==> config.mk <==
export PLATFORM = sky130hd
export DESIGN_NAME = mfp_ahb_lite_master
export DESIGN_NICKNAME = d
export VERILOG_FILES = /design/src/rtl/mfp_ahb_lite_pkg.sv /design/src/rtl/mfp_ahb_lite_master.sv
export SDC_FILE = /design/constraint.sdc
export NUM_CORES = 1
export LEC_CHECK = 0
export BUFFER_PORTS_ARGS = -buffer_cell sky130_fd_sc_hd__clkbuf_2
export CORE_MARGIN = 5
export CORE_UTILIZATION = 42
export CTS_CLUSTER_DIAMETER = 200
export DETAILED_ROUTE_END_ITERATION = 16
export PLACE_DENSITY = 0.75
export SLEW_MARGIN = 20
export SYNTH_ARGS = -nofsm -noshare
export SYNTH_HDL_FRONTEND = slang
export SYNTH_SLANG_ARGS = --single-unit
==> constraint.sdc <==
create_clock -name HCLK -period 1.6 [get_ports HCLK]
set_clock_uncertainty 0.2 [all_clocks]
set_input_delay 0.16 -clock HCLK [delete_from_list [all_inputs] [get_ports HCLK]]
set_output_delay 0.16 -clock HCLK [all_outputs]
set_load 0.05 [all_outputs]
==> src/rtl/mfp_ahb_lite_pkg.sv <==
// Shared AHB-Lite encodings for the mfp AHB-Lite initiator, plus the
// request-size clamp and alignment helpers used by the master.
package mfp_ahb_lite_pkg;

    localparam logic [1:0] HTRANS_IDLE   = 2'b00;
    localparam logic [1:0] HTRANS_NONSEQ = 2'b10;

    localparam logic [2:0] HSIZE_BYTE = 3'd0;
    localparam logic [2:0] HSIZE_HALF = 3'd1;
    localparam logic [2:0] HSIZE_WORD = 3'd2;

    localparam logic [2:0] HBURST_SINGLE = 3'b000;

    localparam logic HRESP_OKAY  = 1'b0;
    localparam logic HRESP_ERROR = 1'b1;

    localparam logic [3:0] HPROT_DEFAULT = 4'b0011;

    // Sizes above a word cannot be carried on a 32-bit bus.
    function automatic logic [2:0] clamp_size(input logic [2:0] size);
        return (size > HSIZE_WORD) ? HSIZE_WORD : size;
    endfunction

    function automatic logic misaligned(input logic [2:0] size, input logic [1:0] addr_lo);
        return ((size == HSIZE_HALF) && addr_lo[0]) ||
               ((size == HSIZE_WORD) && (addr_lo != 2'b00));
    endfunction

endpackage

==> src/rtl/mfp_ahb_lite_master.sv <==
// AHB-Lite initiator: valid/ready requests become pipelined SINGLE transfers,
// one in-order response each. Optional MFP_AHB_MASTER_ALIGN_CHECK_EN rejects misaligned requests locally.
module mfp_ahb_lite_master
    import mfp_ahb_lite_pkg::*;
#(
    parameter int ADDR_WIDTH = 32,
    parameter int DATA_WIDTH = 32
) (
    input  logic                  HCLK,
    input  logic                  HRESET,
    output logic [ADDR_WIDTH-1:0] HADDR,
    output logic [2:0]            HBURST,
    output logic                  HMASTLOCK,
    output logic [3:0]            HPROT,
    output logic [2:0]            HSIZE,
    output logic [1:0]            HTRANS,
    output logic [DATA_WIDTH-1:0] HWDATA,
    output logic                  HWRITE,
    input  logic [DATA_WIDTH-1:0] HRDATA,
    input  logic                  HREADY,
    input  logic                  HRESP,
    input  logic                  req_valid,
    output logic                  req_ready,
    input  logic                  req_write,
    input  logic [ADDR_WIDTH-1:0] req_addr,
    input  logic [2:0]            req_size,
    input  logic [DATA_WIDTH-1:0] req_wdata,
    output logic                  rsp_valid,
    output logic [DATA_WIDTH-1:0] rsp_rdata,
    output logic                  rsp_error
);

    logic                  a_vld_q, a_vld_d;
    logic [ADDR_WIDTH-1:0] a_addr_q, a_addr_d;
    logic                  a_write_q, a_write_d;
    logic [2:0]            a_size_q, a_size_d;
    logic [DATA_WIDTH-1:0] a_wdata_q, a_wdata_d;
    logic                  d_vld_q, d_vld_d;
    logic                  d_write_q, d_write_d;
    logic [DATA_WIDTH-1:0] hwdata_q, hwdata_d;
    logic                  err_first_q, err_first_d;
    logic                  cxl_q, cxl_d;
    logic                  mis_q, mis_d;
    logic                  rsp_valid_q, rsp_valid_d;
    logic                  rsp_error_q, rsp_error_d;
    logic [DATA_WIDTH-1:0] rsp_rdata_q, rsp_rdata_d;

    logic       accept;
    logic       misalign;
    logic       mis_block;
    logic [2:0] req_size_c;

    assign req_size_c = clamp_size(req_size);

`ifdef MFP_AHB_MASTER_ALIGN_CHECK_EN
    assign misalign  = misaligned(req_size_c, req_addr[1:0]);
    // A pending local rejection must answer before anything newer is taken.
    assign mis_block = mis_q;
`else
    assign misalign  = 1'b0;
    assign mis_block = 1'b0;
`endif

    assign req_ready = !HRESET && !err_first_q && !mis_block && (!a_vld_q || HREADY);
    assign accept    = req_valid && req_ready;

    always_comb begin
        a_vld_d     = a_vld_q;
        a_addr_d    = a_addr_q;
        a_write_d   = a_write_q;
        a_size_d    = a_size_q;
        a_wdata_d   = a_wdata_q;
        d_vld_d     = d_vld_q;
        d_write_d   = d_write_q;
        hwdata_d    = hwdata_q;
        err_first_d = err_first_q;
        cxl_d       = cxl_q;
        mis_d       = mis_q;
        rsp_valid_d = 1'b0;
        rsp_error_d = 1'b0;
        rsp_rdata_d = '0;

        if (HREADY) begin
            if (d_vld_q) begin
                rsp_valid_d = 1'b1;
                rsp_error_d = HRESP;
                rsp_rdata_d = (!d_write_q && (HRESP == HRESP_OKAY)) ? HRDATA : '0;
            end
            d_vld_d = a_vld_q;
            if (a_vld_q) begin
                d_write_d = a_write_q;
                hwdata_d  = a_wdata_q;
            end
            a_vld_d     = 1'b0;
            err_first_d = 1'b0;
        end else if (d_vld_q && (HRESP == HRESP_ERROR)) begin
            // First ERROR cycle: withdraw the pipelined address phase, answer it later.
            err_first_d = 1'b1;
            if (a_vld_q) begin
                a_vld_d = 1'b0;
                cxl_d   = 1'b1;
            end
        end

        if (cxl_q && !err_first_q) begin
            rsp_valid_d = 1'b1;
            rsp_error_d = 1'b1;
            cxl_d       = 1'b0;
        end

        if (mis_q && !a_vld_q && !d_vld_q && !cxl_q) begin
            rsp_valid_d = 1'b1;
            rsp_error_d = 1'b1;
            mis_d       = 1'b0;
        end

        if (accept) begin
            if (misalign) begin
                mis_d = 1'b1;
            end else begin
                a_vld_d   = 1'b1;
                a_addr_d  = req_addr;
                a_write_d = req_write;
                a_size_d  = req_size_c;
                a_wdata_d = req_wdata;
            end
        end
    end

    always_ff @(posedge HCLK) begin
        if (HRESET) begin
            a_vld_q     <= 1'b0;
            a_addr_q    <= '0;
            a_write_q   <= 1'b0;
            a_size_q    <= HSIZE_BYTE;
            a_wdata_q   <= '0;
            d_vld_q     <= 1'b0;
            d_write_q   <= 1'b0;
            hwdata_q    <= '0;
            err_first_q <= 1'b0;
            cxl_q       <= 1'b0;
            mis_q       <= 1'b0;
            rsp_valid_q <= 1'b0;
            rsp_error_q <= 1'b0;
            rsp_rdata_q <= '0;
        end else begin
            a_vld_q     <= a_vld_d;
            a_addr_q    <= a_addr_d;
            a_write_q   <= a_write_d;
            a_size_q    <= a_size_d;
            a_wdata_q   <= a_wdata_d;
            d_vld_q     <= d_vld_d;
            d_write_q   <= d_write_d;
            hwdata_q    <= hwdata_d;
            err_first_q <= err_first_d;
            cxl_q       <= cxl_d;
            mis_q       <= mis_d;
            rsp_valid_q <= rsp_valid_d;
            rsp_error_q <= rsp_error_d;
            rsp_rdata_q <= rsp_rdata_d;
        end
    end

    assign HADDR     = a_addr_q;
    assign HWRITE    = a_write_q;
    assign HSIZE     = a_size_q;
    assign HTRANS    = a_vld_q ? HTRANS_NONSEQ : HTRANS_IDLE;
    assign HWDATA    = hwdata_q;
    assign HBURST    = HBURST_SINGLE;
    assign HMASTLOCK = 1'b0;
    assign HPROT     = HPROT_DEFAULT;
    assign rsp_valid = rsp_valid_q;
    assign rsp_error = rsp_error_q;
    assign rsp_rdata = rsp_rdata_q;

endmodule

==> results.cfg, run 1 <==
[logic_synthesis]
netlist_top_cells_area = dfxtp_1, o311ai_0, o21ai_0
syn_area_per_cell_um2 = 8.95
synth_fa_ha_area_share_pct = 0
ys_ff_latch = 139
synth_mux_area_share_pct = 0
synth_compound_area_share_pct = 22.4
synthXorXnorAreaFrac_pct = 0
synth_top_family_by_area = compound AO/OA/AOI/OAI gates
seq_area_frac_synth_pct = 55.7
netlist_instances = 558
synth-simple-area-share_pct = 10.9
syn-cell-area_mm2 = 0.00499
yosysWarningCount = 0
synth.distinct_cells = 23
yosysTopAreaCell = dfxtp_1
synth_top_area_share_pct = 55.7

[layout]
final_util_pct = 69.6
area.growth.synth_to_final_pct = 60.4
nets = 966
final_common_cell = clkbuf_2
drive_gt1_share_pct = 33.4
layout_common_cells = clkbuf_2, dfxtp_1, dlygate4sd3_1

[placed_design]
port_buffers = 208
dp_slack_ns = 0.00309
dp_hpwl_mm = 9.76
place_congestion = 0.769

[route]
drt_wl_total_mm = 16.4
drtPass1Iterations = 4
drtAntennaViolNets = 0
vias = 5113
drc = 0
routedWlPerCell_um = 16.1
drtIter0Drc = 300
viasPerCell = 5.02

[clocking]
htreeDepth = 4
cts_buffers = 17
cts.clk_slew.worst_paths_ns = 0.06
clockRootBuffer = clkbuf_16
cts_sinks = 139
cts_buffer_depth = 2
cts_tree = built
clock_latency_ns = 0.42

[die]
die_h_um = 119
dieWidth_um = 119
rows = 39
core_mm2 = 0.0115
start_util_pct = 43.4
design.die.area_mm2 = 0.0142
ios = 218

[sta]
hold_viol = 0
holdWs_ns = 0.00913
rsz0062_at_grt = yes
min_period_ns = 1.69
setup_viol = 64
worst_slack_ns = -0.0915
fin_crit_sh_pct = 106
max_freq_ghz = 0.591
drv_slew = 0
worstMarginPinSlew_ns = 0.596
fin_tns_setup_ns = -3.23
maxSlewHeadroom_pct = 59.8

[power_and_ir_drop]
p_leak_nw = 3.70
max-vdd-ir-drop_uv = 769
p_total_mw = 8.70
power_density_mw_per_mm2 = 1090

[global_route]
antenna_found_initial = 2
grt_use_met1_pct = 25.1
first_global_vias = 5249
overflow = 0
top_usage_layer = met2
use_met2_pct = 40.2
grt_use_total_pct = 22.9
grt_max_degree = 57
grt_pass1_wl_mm = 26.3
use_met3_pct = 8.06

[setup_path]
critPathMaxFanout = 16
arrival_ns = 1.83
path_class = flip-flop to flip-flop
cp-end-kind = flip-flop
critPathLaunchType = flip-flop
crit_required_ns = 1.74

[run]
drv_cap = 0

[status]
violations = setup timing
status = finished with violations

[hold_path]
holdCritPathClass = primary input to flip-flop
## power breakdown
| group | total, mW | switching [mW] | internal, mW |
|---|---|---|---|
| combinational | 1.07 | 0.639 | 0.428 |
| sequential | 3.65 | 0.0625 | 3.59 |
| clock | 3.98 | 1.38 | 2.60 |
| total | 8.70 | 2.09 | 6.61 |
## flip-flops by register name (all words and copies together) (netlist names)
name         flops
HADDR           32
HSIZE            3
HWDATA          32
HWRITE           1
a_vld_q          1
a_wdata_q       32
cxl_q            1
d_vld_q          1
d_write_q        1
err_first_q      1
rsp_error        1
rsp_rdata       32
rsp_valid        1
## final timing paths
check | from | endpoint | slack (ns) | depth (start not counted)
setup / recovery | a_vld_q | HADDR[22] | -0.09 | 5
hold / removal | HRESET | a_vld_q | 0.009 | 3
setup reg to reg | a_vld_q | HADDR[22] | -0.09 | 5
hold reg to reg | a_wdata_q[15] | HWDATA[15] | 0.24 | 2
## per-layer routing
metal  vias up  part of all wire [%]
met3        40                   7.7
met5         -                     0
met1      2360                    38
met4         0                   2.5
li1       2494                     -
met2       219                    51
## logic make-up after synthesis
family / Yosys count
other: 2
AO/OA/AOI/OAI: 173
AND/OR/NAND/NOR: 115
buffers and inverters: 129
flip-flops: 139
## repair_timing
action / CTS / global route
buffers inserted: 1 / 1
hold buffers: 103 / 0
gates cloned: 1 / 1
pin swaps: 0 / 2
hold endpoints to repair: 104 / 0
resized for setup: 29 / 42
setup endpoints to repair: 5 / 85
## final cells by class
class / instances / area [µm²]
diodes: 2 / 5.00
well taps: 143 / 179
repair buffers: 338 / 2390
multi-input cells: 297 / 1790
inverters: 68 / 255
clock buffers: 24 / 492
clock inverters: 7 / 113
flip-flops and latches: 139 / 2790
fillers: 843 / 3500
## critical path, cell delays in order, from the launching register on
cell and delay (ns):
dfxtp_2 0.31, nor2b_4 0.13, buf_6 0.12, or4_4 0.50, buf_6 0.19, o21ai_0 0.16
## stage by stage
stage | instance area (µm²) | std cells
3_5_place_dp | 6170 | 878
5_1_grt | 8010 | 1018
3_3_place_gp | 6170 | 878
4_1_cts | 7900 | 1014
6_report | 8010 | 1018
2_1_floorplan | 5040 | 565
## Yosys cell counts
cell,instances
dfxtp_1,139
nand2_1,72
inv_1,68
o311ai_0,67
o21ai_0,57
clkbuf_1,42
a21oi_1,38
and2_1,33
buf_4,10
o21ai_1,10
buf_1,5
buf_2,2
buf_6,2
conb_1,2
nand2b_1,2
nor3_1,2
a21boi_0,1
and3_1,1
nor2_1,1
nor2b_4,1
nor4_1,1
or3b_2,1
or4_1,1
(Power assumes the default switching activity.)
==> inputs of run 2 (changes only) <==
--- a/config.mk
+++ b/config.mk
@@ -5,12 +5,14 @@
 export SDC_FILE = /design/constraint.sdc
 export NUM_CORES = 1
 export LEC_CHECK = 0
+export ABC_AREA = 1
+export ABC_CLOCK_PERIOD_IN_PS = 1600
 export BUFFER_PORTS_ARGS = -buffer_cell sky130_fd_sc_hd__clkbuf_2
 export CORE_MARGIN = 5
-export CORE_UTILIZATION = 42
+export CORE_UTILIZATION = 43
 export CTS_CLUSTER_DIAMETER = 200
 export DETAILED_ROUTE_END_ITERATION = 16
-export PLACE_DENSITY = 0.75
+export PLACE_DENSITY = 0.76
 export SLEW_MARGIN = 20
 export SYNTH_ARGS = -nofsm -noshare
 export SYNTH_HDL_FRONTEND = slang
==> results.cfg, run 2 <==
[logic_synthesis]
synth.distinct_cells = 22
synth_top_area_share_pct = 53.9
yosysWarningCount = 0
yosysTopAreaCell = dfxtp_1
netlist_instances = 684
syn_area_per_cell_um2 = 7.55
syn-cell-area_mm2 = 0.00516
synth-edff-count = 0
ys_async_sr_fraction_pct = 0
ys_ff_latch = 139
netlist_top_cells_area = dfxtp_1, nand2_1, nor2_1
ys.flop_type = dfxtp_1
yosys-top-cells-count = nand2_1, dfxtp_1, nor2_1
seq_area_frac_synth_pct = 53.9
yosysMostFrequentCell = nand2_1

[clocking]
cts_buffer_depth = 2
cts.clk_slew.worst_paths_ns = 0.06
cts_buffers = 17
clock_latency_ns = 0.41
htreeDepth = 4
cts_sinks = 139
cts_tree = built
clockRootBuffer = clkbuf_16

[layout]
fillers = 863
area.growth.synth_to_final_pct = 57.9
layout_common_cells = clkbuf_2, nand2_1, dfxtp_1
antenna_cells = 0
drive_gt1_share_pct = 30.5
nets = 1097
final_common_cell = clkbuf_2

[placed_design]
place_congestion = 0.752
dp_slack_ns = 0.108
dp_hpwl_mm = 8.41
port_buffers = 208

[die]
die_h_um = 120
start_util_pct = 43.3
rows = 40
ios = 218
core_mm2 = 0.0119
design.die.area_mm2 = 0.0143
dieWidth_um = 120

[sta]
hold_viol = 0
setup_viol = 0
drv_slew = 0
max_freq_ghz = 0.653
rsz0062_at_grt = yes
min_period_ns = 1.53
fin_tns_setup_ns = 0
worst_slack_ns = 0.0698
fin_crit_sh_pct = 95.6

[route]
drtAntennaViolNets = 0
vias = 5101
routedWlPerCell_um = 13.3
drc = 0
drtPass1Iterations = 5
drt_wl_total_mm = 15.3
drtIter0Drc = 284
viasPerCell = 4.43

[setup_path]
worst_path_max_delay_cell = dfxtp_2
path_class = flip-flop to flip-flop
critPathMaxStageDelay_ns = 0.33
cp_num_buf_inv = 3
arrival_ns = 1.67
cp-end-kind = flip-flop
critPathLaunchType = flip-flop
crit_required_ns = 1.74
cp_cell_sequence = nor2_2 > buf_4 > nand3_4 > buf_12 > buf_16 > nand2_1 > nand2_1 > nor2_1
critPathMaxFanout = 25
cpLargestDelayFamily = buffers and inverters
cpMostUsedCell = nand2_1

[power_and_ir_drop]
power_density_mw_per_mm2 = 1200
max-vdd-ir-drop_uv = 1110
p_leak_nw = 4.33

[global_route]
grt_pass1_wl_mm = 24.9
grt_max_degree = 67
overflow = 0
grt_use_total_pct = 21.7
first_global_vias = 5127
antenna_found_initial = 0

[hold_path]
holdCritPathClass = primary input to flip-flop

[status]
status = finished clean

[run]
drv_cap = 0
run 2: changes by cell type in the layout (fill, tap and decap cells not counted), sizes merged, moves of 3 or more:
cell    delta
clkbuf     -3
o21ai     -34
bufinv     +4
nand2     +69
inv       +38
and2      -32
o311ai    -67
nand3      +5
buf       -12
nor2     +167
run 2: worst reg2reg max path, cell delays in order (launching register included):
cell and delay, ns:
dfxtp_2 0.33, nor2_2 0.11, buf_4 0.13, nand3_4 0.09, buf_12 0.17, buf_16 0.17
nand2_1 0.09, nand2_1 0.06, nor2_1 0.10
run 2: worst paths after layout:
| path | start | cells past startpoint | slack (ns) | endpoint |
|---|---|---|---|---|
| worst max-delay path | err_first_q | 8 | 0.07 | HADDR[26] |
| worst min-delay path | HREADY | 4 | 0.06 | rsp_error |
| worst max register to register | err_first_q | 8 | 0.07 | HADDR[26] |
| worst min register to register | a_wdata_q[20] | 2 | 0.25 | HWDATA[20] |
run 2: cells by family after synthesis:
group | Yosys count | synth area share [%]
other | 2 | 0.145
buffers and inverters | 153 | 13.6
AOI/OAI and AO/OA | 72 | 7.10
and+or+nand+nor | 318 | 25.3
DFF | 139 | 53.9
run 2: metrics by stage:
| stage | cell area [µm²] | hold WS [ns] | cells | utilization (%) | power, mW |
|---|---|---|---|---|---|
| 2_1_floorplan | 5190 | 0.0224 | 691 | - | 4.59 |
| 3_3_place_gp | 6320 | 0.158 | 1011 | 53.1 | 4.90 |
| 3_5_place_dp | 6320 | 0.161 | 1011 | 53.1 | 4.92 |
| 4_1_cts | 8120 | 0.0696 | 1150 | 68.1 | 9.79 |
| 5_1_grt | 8150 | 0.0694 | 1152 | 68.4 | 10.1 |
| 6_report | 8150 | 0.0608 | 1152 | 68.4 | 9.76 |
run 2: area by class of cell:
type	count	area (µm²)	share of cell area, %
Sequential cell	139	2790	34.2
Timing Repair Buffer	328	2340	28.7
Multi-Input combinational cell	399	1730	21.2
Clock buffer	21	470	5.77
Inverter	107	403	4.94
Clock inverter	11	238	2.92
Tap cell	147	184	2.26
run 2: what timing repair did:
item                       CTS  global route
gates cloned                 0             0
pin swaps                    1             1
setup endpoints to repair    1            13
hold buffers               106             0
setup buffers                1             2
hold endpoints to repair   105             0
resized for setup            6             8
run 2: metal layers:
layer	share of wire, %	track usage, %	vias to the layer above
met2	50	38.3	205
met3	7.3	7.49	36
met1	39	23.5	2255
met4	3.0	9.95	0
li1	-	-	2605
met5	0	0	-
run 2: where the power goes:
part	leakage, nW	internal, mW	switching, mW	total (mW)
logic	2.85	0.521	0.882	1.40
clock network	0.347	3.21	1.46	4.67
registers	1.14	3.62	0.0686	3.69
total	4.33	7.35	2.41	9.76
